`src/rtl/cpu_execute_stage_mc.sv`:
```
// Execute stage with EX/MEM register, forwarding, ALU,
// iterative shift-add multiplier and registered NZVC flags.
module cpu_execute_stage_mc #(
  parameter int WIDTH        = 16,
  parameter int ADDRESSWIDTH = 4
) (
  input  logic                    clock,
  input  logic                    reset,
  input  logic                    validE,
  input  logic [2:0]              aluControlE,
  input  logic                    data2SelectorE,
  input  logic [1:0]              data1ForwardSelectorE,
  input  logic [1:0]              data2ForwardSelectorE,
  input  logic [WIDTH-1:0]        reg1ContentE,
  input  logic [WIDTH-1:0]        reg2ContentE,
  input  logic [WIDTH-1:0]        inmmediateE,
  input  logic [WIDTH-1:0]        forwardM,
  input  logic [WIDTH-1:0]        forwardWB,
  input  logic [ADDRESSWIDTH-1:0] regDestinationAddressE,
  input  logic                    PCSelectorFE,
  input  logic                    writeEnableDE,
  input  logic                    writeDataEnableME,
  input  logic                    resultSelectorWBE,
  input  logic                    setFlagsE,
  input  logic                    flushE,
  input  logic                    stallM,
  output logic                    busyE,
  output logic [WIDTH-1:0]        aluOutputM,
  output logic [WIDTH-1:0]        reg2ContentM,
  output logic [ADDRESSWIDTH-1:0] regDestinationAddressM,
  output logic                    PCSelectorFM,
  output logic                    writeEnableDM,
  output logic                    writeDataEnableMM,
  output logic                    resultSelectorWBM,
  output logic                    validM,
  output logic                    N,
  output logic                    Z,
  output logic                    V,
  output logic                    C
);

  localparam int CW = $clog2(WIDTH);
  localparam logic [CW-1:0] CNT_LAST = CW'(WIDTH - 1);
  localparam int M = WIDTH - 1;

  typedef enum logic [1:0] {IDLE, RUN, DONE} state_t;

  state_t state_q, state_d;
  logic [2*WIDTH-1:0] acc_q, acc_d, mcand_q, mcand_d;
  logic [WIDTH-1:0]   mplier_q, mplier_d;
  logic [CW-1:0]      cnt_q, cnt_d;

  logic [WIDTH-1:0] alu_q, alu_d, st_q, st_d;
  logic [ADDRESSWIDTH-1:0] dst_q, dst_d;
  logic [3:0] ctl_q, ctl_d;
  logic valid_q, valid_d;
  logic [3:0] flags_q, flags_d;

  logic [WIDTH-1:0] op_a, fwd_b, op_b, bop, res;
  logic [WIDTH:0]   sum;
  logic sub, res_c, res_v;
  logic mul_start, busy, done, load, bubble;

  // Operand forwarding and operand B select
  always_comb begin
    case (data1ForwardSelectorE)
      2'b01:   op_a = forwardWB;
      2'b10:   op_a = forwardM;
      default: op_a = reg1ContentE;
    endcase
    case (data2ForwardSelectorE)
      2'b01:   fwd_b = forwardWB;
      2'b10:   fwd_b = forwardM;
      default: fwd_b = reg2ContentE;
    endcase
    op_b = data2SelectorE ? inmmediateE : fwd_b;
  end

  // Single-cycle ALU, or finished product while in DONE
  always_comb begin
    sub   = (aluControlE == 3'b001);
    bop   = sub ? ~op_b : op_b;
    sum   = {1'b0, op_a} + {1'b0, bop} + {{WIDTH{1'b0}}, sub};
    res   = '0;
    res_c = 1'b0;
    res_v = 1'b0;
    if (state_q == DONE) begin
      res   = acc_q[WIDTH-1:0];
      res_c = |acc_q[2*WIDTH-1:WIDTH];
    end else begin
      case (aluControlE)
        3'b000, 3'b001: begin
          res   = sum[WIDTH-1:0];
          res_c = sum[WIDTH];
          res_v = (op_a[M] == bop[M]) && (sum[M] != op_a[M]);
        end
        3'b010:  res = op_a & op_b;
        3'b011:  res = op_a | op_b;
        3'b100:  res = op_a ^ op_b;
        3'b101:  res = op_a;
        3'b110:  res = op_b;
        default: res = '0;
      endcase
    end
  end

  // FSM state register
  always_ff @(posedge clock) begin
    if (reset) state_q <= IDLE;
    else       state_q <= state_d;
  end

  // FSM next state
  always_comb begin
    state_d = state_q;
    unique case (state_q)
      IDLE: if (mul_start) state_d = RUN;
      RUN: begin
        if (flushE)               state_d = IDLE;
        else if (cnt_q == CNT_LAST) state_d = DONE;
      end
      DONE: if (flushE || !stallM) state_d = IDLE;
      default: state_d = IDLE;
    endcase
  end

  // FSM outputs and EX/MEM load decision
  always_comb begin
    mul_start = (state_q == IDLE) && validE && !flushE
              && (aluControlE == 3'b111);
    busy   = mul_start || (state_q == RUN);
    done   = (state_q == DONE);
    load   = !stallM && validE && !flushE && !busy;
    bubble = !stallM && !load;
  end

  assign busyE = busy;

  // Multiplier datapath: latch at start, one shift-add per RUN cycle
  always_comb begin
    acc_d    = acc_q;
    mcand_d  = mcand_q;
    mplier_d = mplier_q;
    cnt_d    = cnt_q;
    if (mul_start) begin
      acc_d    = '0;
      mcand_d  = {{WIDTH{1'b0}}, op_a};
      mplier_d = op_b;
      cnt_d    = '0;
    end else if (state_q == RUN) begin
      acc_d    = acc_q + (mplier_q[0] ? mcand_q : '0);
      mcand_d  = mcand_q << 1;
      mplier_d = mplier_q >> 1;
      cnt_d    = cnt_q + CW'(1);
    end
  end

  // EX/MEM register and flag next values
  always_comb begin
    alu_d   = alu_q;
    st_d    = st_q;
    dst_d   = dst_q;
    ctl_d   = ctl_q;
    valid_d = valid_q;
    flags_d = flags_q;
    if (bubble) begin
      alu_d   = '0;
      st_d    = '0;
      dst_d   = '0;
      ctl_d   = '0;
      valid_d = 1'b0;
    end else if (load) begin
      alu_d   = res;
      st_d    = fwd_b;
      dst_d   = regDestinationAddressE;
      ctl_d   = {PCSelectorFE, writeEnableDE,
                 writeDataEnableME, resultSelectorWBE};
      valid_d = 1'b1;
      if (setFlagsE)
        flags_d = {res[M], (res == '0), res_v, res_c};
    end
  end

  // Datapath and pipeline register state
  always_ff @(posedge clock) begin
    if (reset) begin
      acc_q    <= '0;
      mcand_q  <= '0;
      mplier_q <= '0;
      cnt_q    <= '0;
      alu_q    <= '0;
      st_q     <= '0;
      dst_q    <= '0;
      ctl_q    <= '0;
      valid_q  <= 1'b0;
      flags_q  <= '0;
    end else begin
      acc_q    <= acc_d;
      mcand_q  <= mcand_d;
      mplier_q <= mplier_d;
      cnt_q    <= cnt_d;
      alu_q    <= alu_d;
      st_q     <= st_d;
      dst_q    <= dst_d;
      ctl_q    <= ctl_d;
      valid_q  <= valid_d;
      flags_q  <= flags_d;
    end
  end

  assign aluOutputM             = alu_q;
  assign reg2ContentM           = st_q;
  assign regDestinationAddressM = dst_q;
  assign {PCSelectorFM, writeEnableDM,
          writeDataEnableMM, resultSelectorWBM} = ctl_q;
  assign validM = valid_q;
  assign {N, Z, V, C} = flags_q;

  logic unused;
  assign unused = done;

endmodule
```
`config.mk`:
```
export PLATFORM = sky130hd
export DESIGN_NAME = cpu_execute_stage_mc
export DESIGN_NICKNAME = d
export VERILOG_FILES = /design/src/rtl/cpu_execute_stage_mc.sv
export SDC_FILE = /design/constraint.sdc
export NUM_CORES = 1
export LEC_CHECK = 0
export BUFFER_PORTS_ARGS = -buffer_cell sky130_fd_sc_hd__buf_4
export CAP_MARGIN = 5
export CORE_UTILIZATION = 35
export CTS_CLUSTER_DIAMETER = 30
export CTS_CLUSTER_SIZE = 40
export DETAILED_ROUTE_END_ITERATION = 7
export HOLD_SLACK_MARGIN = 0.02
export SKIP_CTS_REPAIR_TIMING = 1
export SLEW_MARGIN = 30
export SYNTH_ARGS = -nofsm -noshare
export SYNTH_HDL_FRONTEND = slang
export SYNTH_SLANG_ARGS = --single-unit
```
`constraint.sdc`:
```
create_clock -name clock -period 5.07 [get_ports clock]
set_clock_uncertainty 0.05 [all_clocks]
set_input_delay 0.507 -clock clock [delete_from_list [all_inputs] [get_ports clock]]
set_output_delay 0.507 -clock clock [all_outputs]
set_load 0.02 [all_outputs]
```
---- Word level (Yosys, flattened, before mapping) ----
Cells that the tools add are included.
storage, ports and cells
  input port bits ......................... 102
  word-level logic and storage cells ...... 84
  memories kept ........................... 0
  bits in read-only memories .............. 0
  RAM bits ................................ 0
  bits in latches ......................... 0
  output and inout port bits .............. 46
  register bits after elaboration ......... 131
cells by class
  reductions and logical operators ........ 24
  magnitude comparators ................... 0
  muxes and demuxes ....................... 20
  equality and inequality tests ........... 19
  $add $sub $neg .......................... 4
  divide/modulo/power cells ............... 0
  bitwise gates (word level) .............. 5
  $mul .................................... 0
  shifts and indexed selects .............. 0
operators by type and width
  operator             number
  $mux 16              7
  $pmux 16 s6          1
  $pmux 16 s2          2
  $add 32x32->32       1
  $mux 32              1
  $add 16x16->17       1
  $add 17x1->17        1
  $and 16x16->16       1
  $logic_not 16->1     1
  $not 16->16          1
  $or 16x16->16        1
  $reduce_or 16->1     1
  $xor 16x16->16       1
  $eq 3x3->1 const B   4
  $logic_and 1x1->1    8
  $mux 2               4
  $eq 2x1->1 const B   3
  $eq 2x2->1 const B   3
  $eq 3x2->1 const B   2
  $pmux 2 s3           1
  $reduce_and 3->1     2
  $reduce_or 2->1      3
  $add 4x1->4 const B  1
  $eq 4x4->1 const B   1
  13 further kinds     20

---- Logic depth before layout (Yosys ltp) ----
  depth in word-level cells ............... 11
  depth in mapped cells ................... 19
  gate-level depth less buffers ........... 18

---- Least setup slack after synthesis ----
Ideal clock, no wire load.
  kind .................................... input to register
  start point ............................. in data1ForwardSelectorE[0]
  end point ............................... reg flags_q[2]
  cell stages on the path ................. 18
  data arrival time ....................... 4.026 ns
  required time ........................... 4.961 ns
  path slack .............................. 0.935 ns
  library setup time ...................... 0.059 ns
  buffers on the path ..................... 3
  path through ............................ inv_1 ha_1 buf_2 buf_2 buf_1 nor2_1 a21oi_1 inv_1 ha_1 and2_4 a221o_1 a211o_1 o2111a_1 a211oi_2 o311ai_1 a2111oi_2 nand4_1 nand2_1
on the way
  cells in the longest elaborated chain, start to end .. 7
  elaborated cells between the ends (all ways) .. 11
  those cells by class .................... 2 x add/sub; 2 x eq/ne; 3 x mux; 3 x bitwise; 1 x reduce/logical
ends and longest elaborated chain
  item                                      RTL line  source
  start, declared                           12        input logic [1:0] data1ForwardSelectorE,
  $eq 2x2->1 or $eq 2x1->1 (tied branches)  66        case (data1ForwardSelectorE)
  $pmux 16 s2 *                             66
  $add 16x16->17                            83        sum = {1'b0, op_a} + {1'b0, bop} + {{WIDTH{1'b0}}, sub};
  $add 17x1->17                             83
  $pmux 16 s6 *                             91        case (aluControlE)
  $mux 16 *                                 87        if (state_q == DONE) begin
  $logic_not 16->1 *                        180       flags_d = {res[M], (res == '0), res_v, res_c};
  end signal, assigned                      207       flags_q <= flags_d;
  end, declared                             57        logic [3:0] flags_q, flags_d;
Mark *: on every way between the ends. The rest lies on a longest branch, timed or not.
A chain may end at the register's enable or synchronous reset.

---- Worst setup path in the final report ----
  start point ............................. in data2ForwardSelectorE[0]
  end point ............................... reg flags_q[2]
on the way
  cells in the longest elaborated chain, start to end .. 10
  elaborated cells between the ends (all ways) .. 14
  those cells by class .................... 2 x add/sub; 2 x eq/ne; 5 x mux; 4 x bitwise; 1 x reduce/logical
ends and longest elaborated chain
  item                                      RTL line  source
  start, declared                           13        input logic [1:0] data2ForwardSelectorE,
  $eq 2x2->1 or $eq 2x1->1 (tied branches)  71        case (data2ForwardSelectorE)
  $pmux 16 s2 *                             71
  $mux 16 *                                 76        op_b = data2SelectorE ? inmmediateE : fwd_b;
  $not 16->16                               82        bop = sub ? ~op_b : op_b;
  $mux 16                                   82
  $add 16x16->17                            83
  $add 17x1->17                             83
  $pmux 16 s6 *                             91
  $mux 16 *                                 87
  $logic_not 16->1 *                        180
Marks and branches as above.

==> impl_results.md <==
- Run status: finished, final reports clean
- WHS Endpoint: state_q[1]
- CP Capture Type: register
- # diodes: 0
- TritonCTS clock tree: yes
- Logic gate share of total power: 28.2%
- Max cap viols: 0
- Ratio of cells with drive above 1 in the final layout: 18.86%
- Post-DR vias/cell: roughly 5.6
- Clock root cell: clkbuf_16
- Sw frac: around a third
- Avg Inst Size Synth: approximately 7.6 um^2
- Setup slack, reg-to-reg: between 1 and 1.5 ns
- Overflow after GRT: 0
- Clock Power Share: a little under two fifths
- DIE WIDTH: 172.4 um
- Register-to-Register Path Depth: 13
- Initial DRT Pass Iterations: 5
- Full die area: 29720 um^2
- Crit share post-route: approximately 83%
- Synth area leader: dfxtp_1
- Vias in the first global route: 9817
- Flop pwr share: about a third
- Clk_lat worst skew: 0.44 ns
- Top-level I/O count: between 100 and 150
- Internal power: 2.086 mW
- Async SR Flop Fraction: 0%
- Seq/Total Area, Yosys: between 20 and 30%
- Post-layout util: 42.88%
- Max VDD drop: 0.0001824 V
- Final TNS setup: 0 ns
- Reg2reg start: mplier_q[0]
- Gp weighted congestion: about 0.99
- Post-route ant nets: 0
- Psw: around 1.1 mW
- Final nets: around 1600
- Worst slew pin tran: about 0.9 ns
- Top cells by area, synth: dfxtp_1, ha_1, nand2_1
- Relative slew slack: around two fifths
- Die Height: approximately 170 um
- Clock Path Buffers: 2
- Port Buffers: 147
- LEAKAGE: 5.207 nW
- RSZ-0062 raised after global routing: false
- Area of the core: between 20000 and 30000 um^2
- Yosys reg bits: approximately 130
- Worst min path class: input port to register
- Routed wire length: about 35000 um
- Worst-path maximum fanout: 12
- Syn_nets: between 1500 and 2000
- Final Hold Vio Count: 0
- DRC violations left: 0
- Fmax: around 0.24 GHz
- Drt initial violations: 787
- Routed via count: roughly 10000
- Synth top area share: 25.81%
- Clock period minus worst slack: roughly 4.2 ns
- First-pass GRT wire length: approximately 54000 um
- Clk sinks: 131
- Mapped Cells: around 1300
- Pwr dens: between 200 and 300 nW/um^2
- Initial Utilization: between 30 and 40%
- Hold path start: flushE
- Wire per inst: 19.03 um
- Post-synth cell types: just over 80
- Hold Path Stages: 2
- Synth-to-Final Area Change: 20.78%
- Reg2reg end: acc_q[28]
- Critical Path RT: approximately 5.4 ns
- Hold_ws: approximately 0.22 ns
- Total global-route track usage: approximately a quarter
- Count leader, synth: nand2_1
- Post-DP HPWL: about 27000 um
- Startpoint Class: input port
- Initial antenna violation count: 0
- Yosys Warn Count: 0
- Largest net degree at the start of global routing: between 50 and 60
- Slew Viols, Final: 0
- Total CTS buffers: 17
- EDFF count, synth: 0
- H-tree Lvls: 4
- # setup viols final: 0
- Setup CP Type: input port to register
- Clock slew at reported path FFs: 0.07 ns
- Top_reg_cell synth: dfxtp_1
- List of most frequent post-synthesis cells: nand2_1, a21oi_1, dfxtp_1
- FP Rows: 62
- Syn Std Cell Area: approximately 10000 um^2
- Arrival time at the worst endpoint: ~4.5 ns
==> power by group through the flow <==
| stage | sequential [mW] | clock (mW) | combinational, mW |
|---|---|---|---|
| floorplan | 1.10 | 0 | 0.550 |
| global placement | 1.09 | 0 | 0.876 |
| detailed placement | 1.09 | 0 | 0.879 |
| CTS | 1.07 | 1.23 | 0.885 |
| global route | 1.07 | 1.28 | 0.966 |
| finish | 1.07 | 1.22 | 0.895 |
==> metrics by stage <==
step | cell area [um^2] | total power [mW] | setup WS (ns) | instances
final | 12270 | 3.179 | 0.8698 | 1858
after CTS | 12270 | 3.186 | 0.9225 | 1858
after global placement | 11720 | 1.965 | 0.5441 | 1826
after detailed placement | 11720 | 1.968 | 0.4437 | 1826
after floorplan | 10160 | 1.651 | 0.9345 | 1341
after global routing | 12270 | 3.312 | 0.5738 | 1858
==> critical path: stages <==
cell and delay, ns:
buf_4 0.09, inv_1 0.03, ha_1 0.47, buf_4 0.26, nor2b_4 0.14, a221oi_4 0.41
inv_1 0.15, nand2_1 0.08, o21ai_0 0.10, fa_1 0.44, a21o_1 0.19, nand4_1 0.09
a41oi_1 0.16, or3_1 0.34, a31o_2 0.25, a2111oi_0 0.39, and4_1 0.25, nand4_1 0.08
nand2_1 0.09
==> cells in the final DEF, fill, tap and decap left out, drive strengths merged, types with 10 or more instances in the layout <==
master  netlist  final
a211oi       24     24
a21o         16     16
a21oi       137    137
a221o        17     17
a221oi       21     21
a22oi        17     17
a311oi       13     13
and2         39     39
buf          18    189
clkbuf       70     17
dfxtp       131    131
ha           83     83
inv          73     78
nand2       183    183
nand2b       17     17
nand3        24     24
nor2         92     92
nor2b        43     43
nor3         23     23
o21ai        87     87
o221a        19     19
or3          10     10
xnor2        21     21
xor2         20     20
==> layout make-up <==
type                            instances  area [um^2]
Multi-Input combinational cell       1049         6923
Sequential cell                       131         2623
Clock inverter                         15        130.1
Tap cell                              384        480.5
Inverter                               73        274.0
Clock buffer                           17        425.4
Timing Repair Buffer                  189         1419
Fill cell                            2924        16350
==> logic make-up (layout without fill, tap and decap cells) <==
group	count (synthesis)	after routing	synth area share, %
xor+xnor	41	41	3.534
mux	13	13	1.428
simple gates	473	473	22.19
compound gates	437	437	30.09
fa+ha+maj	85	85	10.61
flops	131	131	25.81
buf+inv	161	294	6.341
==> worst max-delay path by stage <==
stage	slack, ns	cells after the start	from	endpoint
6_report	0.87	19	data2ForwardSelectorE[0]	flags_q[2]
5_1_grt	0.57	19	data2ForwardSelectorE[0]	flags_q[2]
4_1_cts	0.92	19	data2ForwardSelectorE[0]	flags_q[2]
3_5_place_dp	0.44	19	data2ForwardSelectorE[0]	flags_q[2]
3_3_place_gp	0.54	19	data2ForwardSelectorE[0]	flags_q[2]
2_1_floorplan	0.93	18	data1ForwardSelectorE[0]	flags_q[2]
==> registers in the layout, indices dropped and copies added, names as in the netlist <==
signal	count
mplier_q	16
reg2ContentM	16
ctl_q	4
acc_q	32
validM	1
flags_q	4
state_q	2
cnt_q	4
regDestinationAddressM	4
mcand_q	32
aluOutputM	16
==> layer usage <==
metal | wire length (um) | GRT usage (%) | vias up | part of all wire, %
met5 | 0 | 0 | - | 0
met2 | 16240 | 39.67 | 388 | 46
met4 | 1580 | 12.35 | 0 | 4.5
li1 | - | - | 5062 | -
met3 | 2233 | 3.868 | 75 | 6.3
met1 | 15300 | 29.24 | 4895 | 43
(Power assumes the default switching activity.)
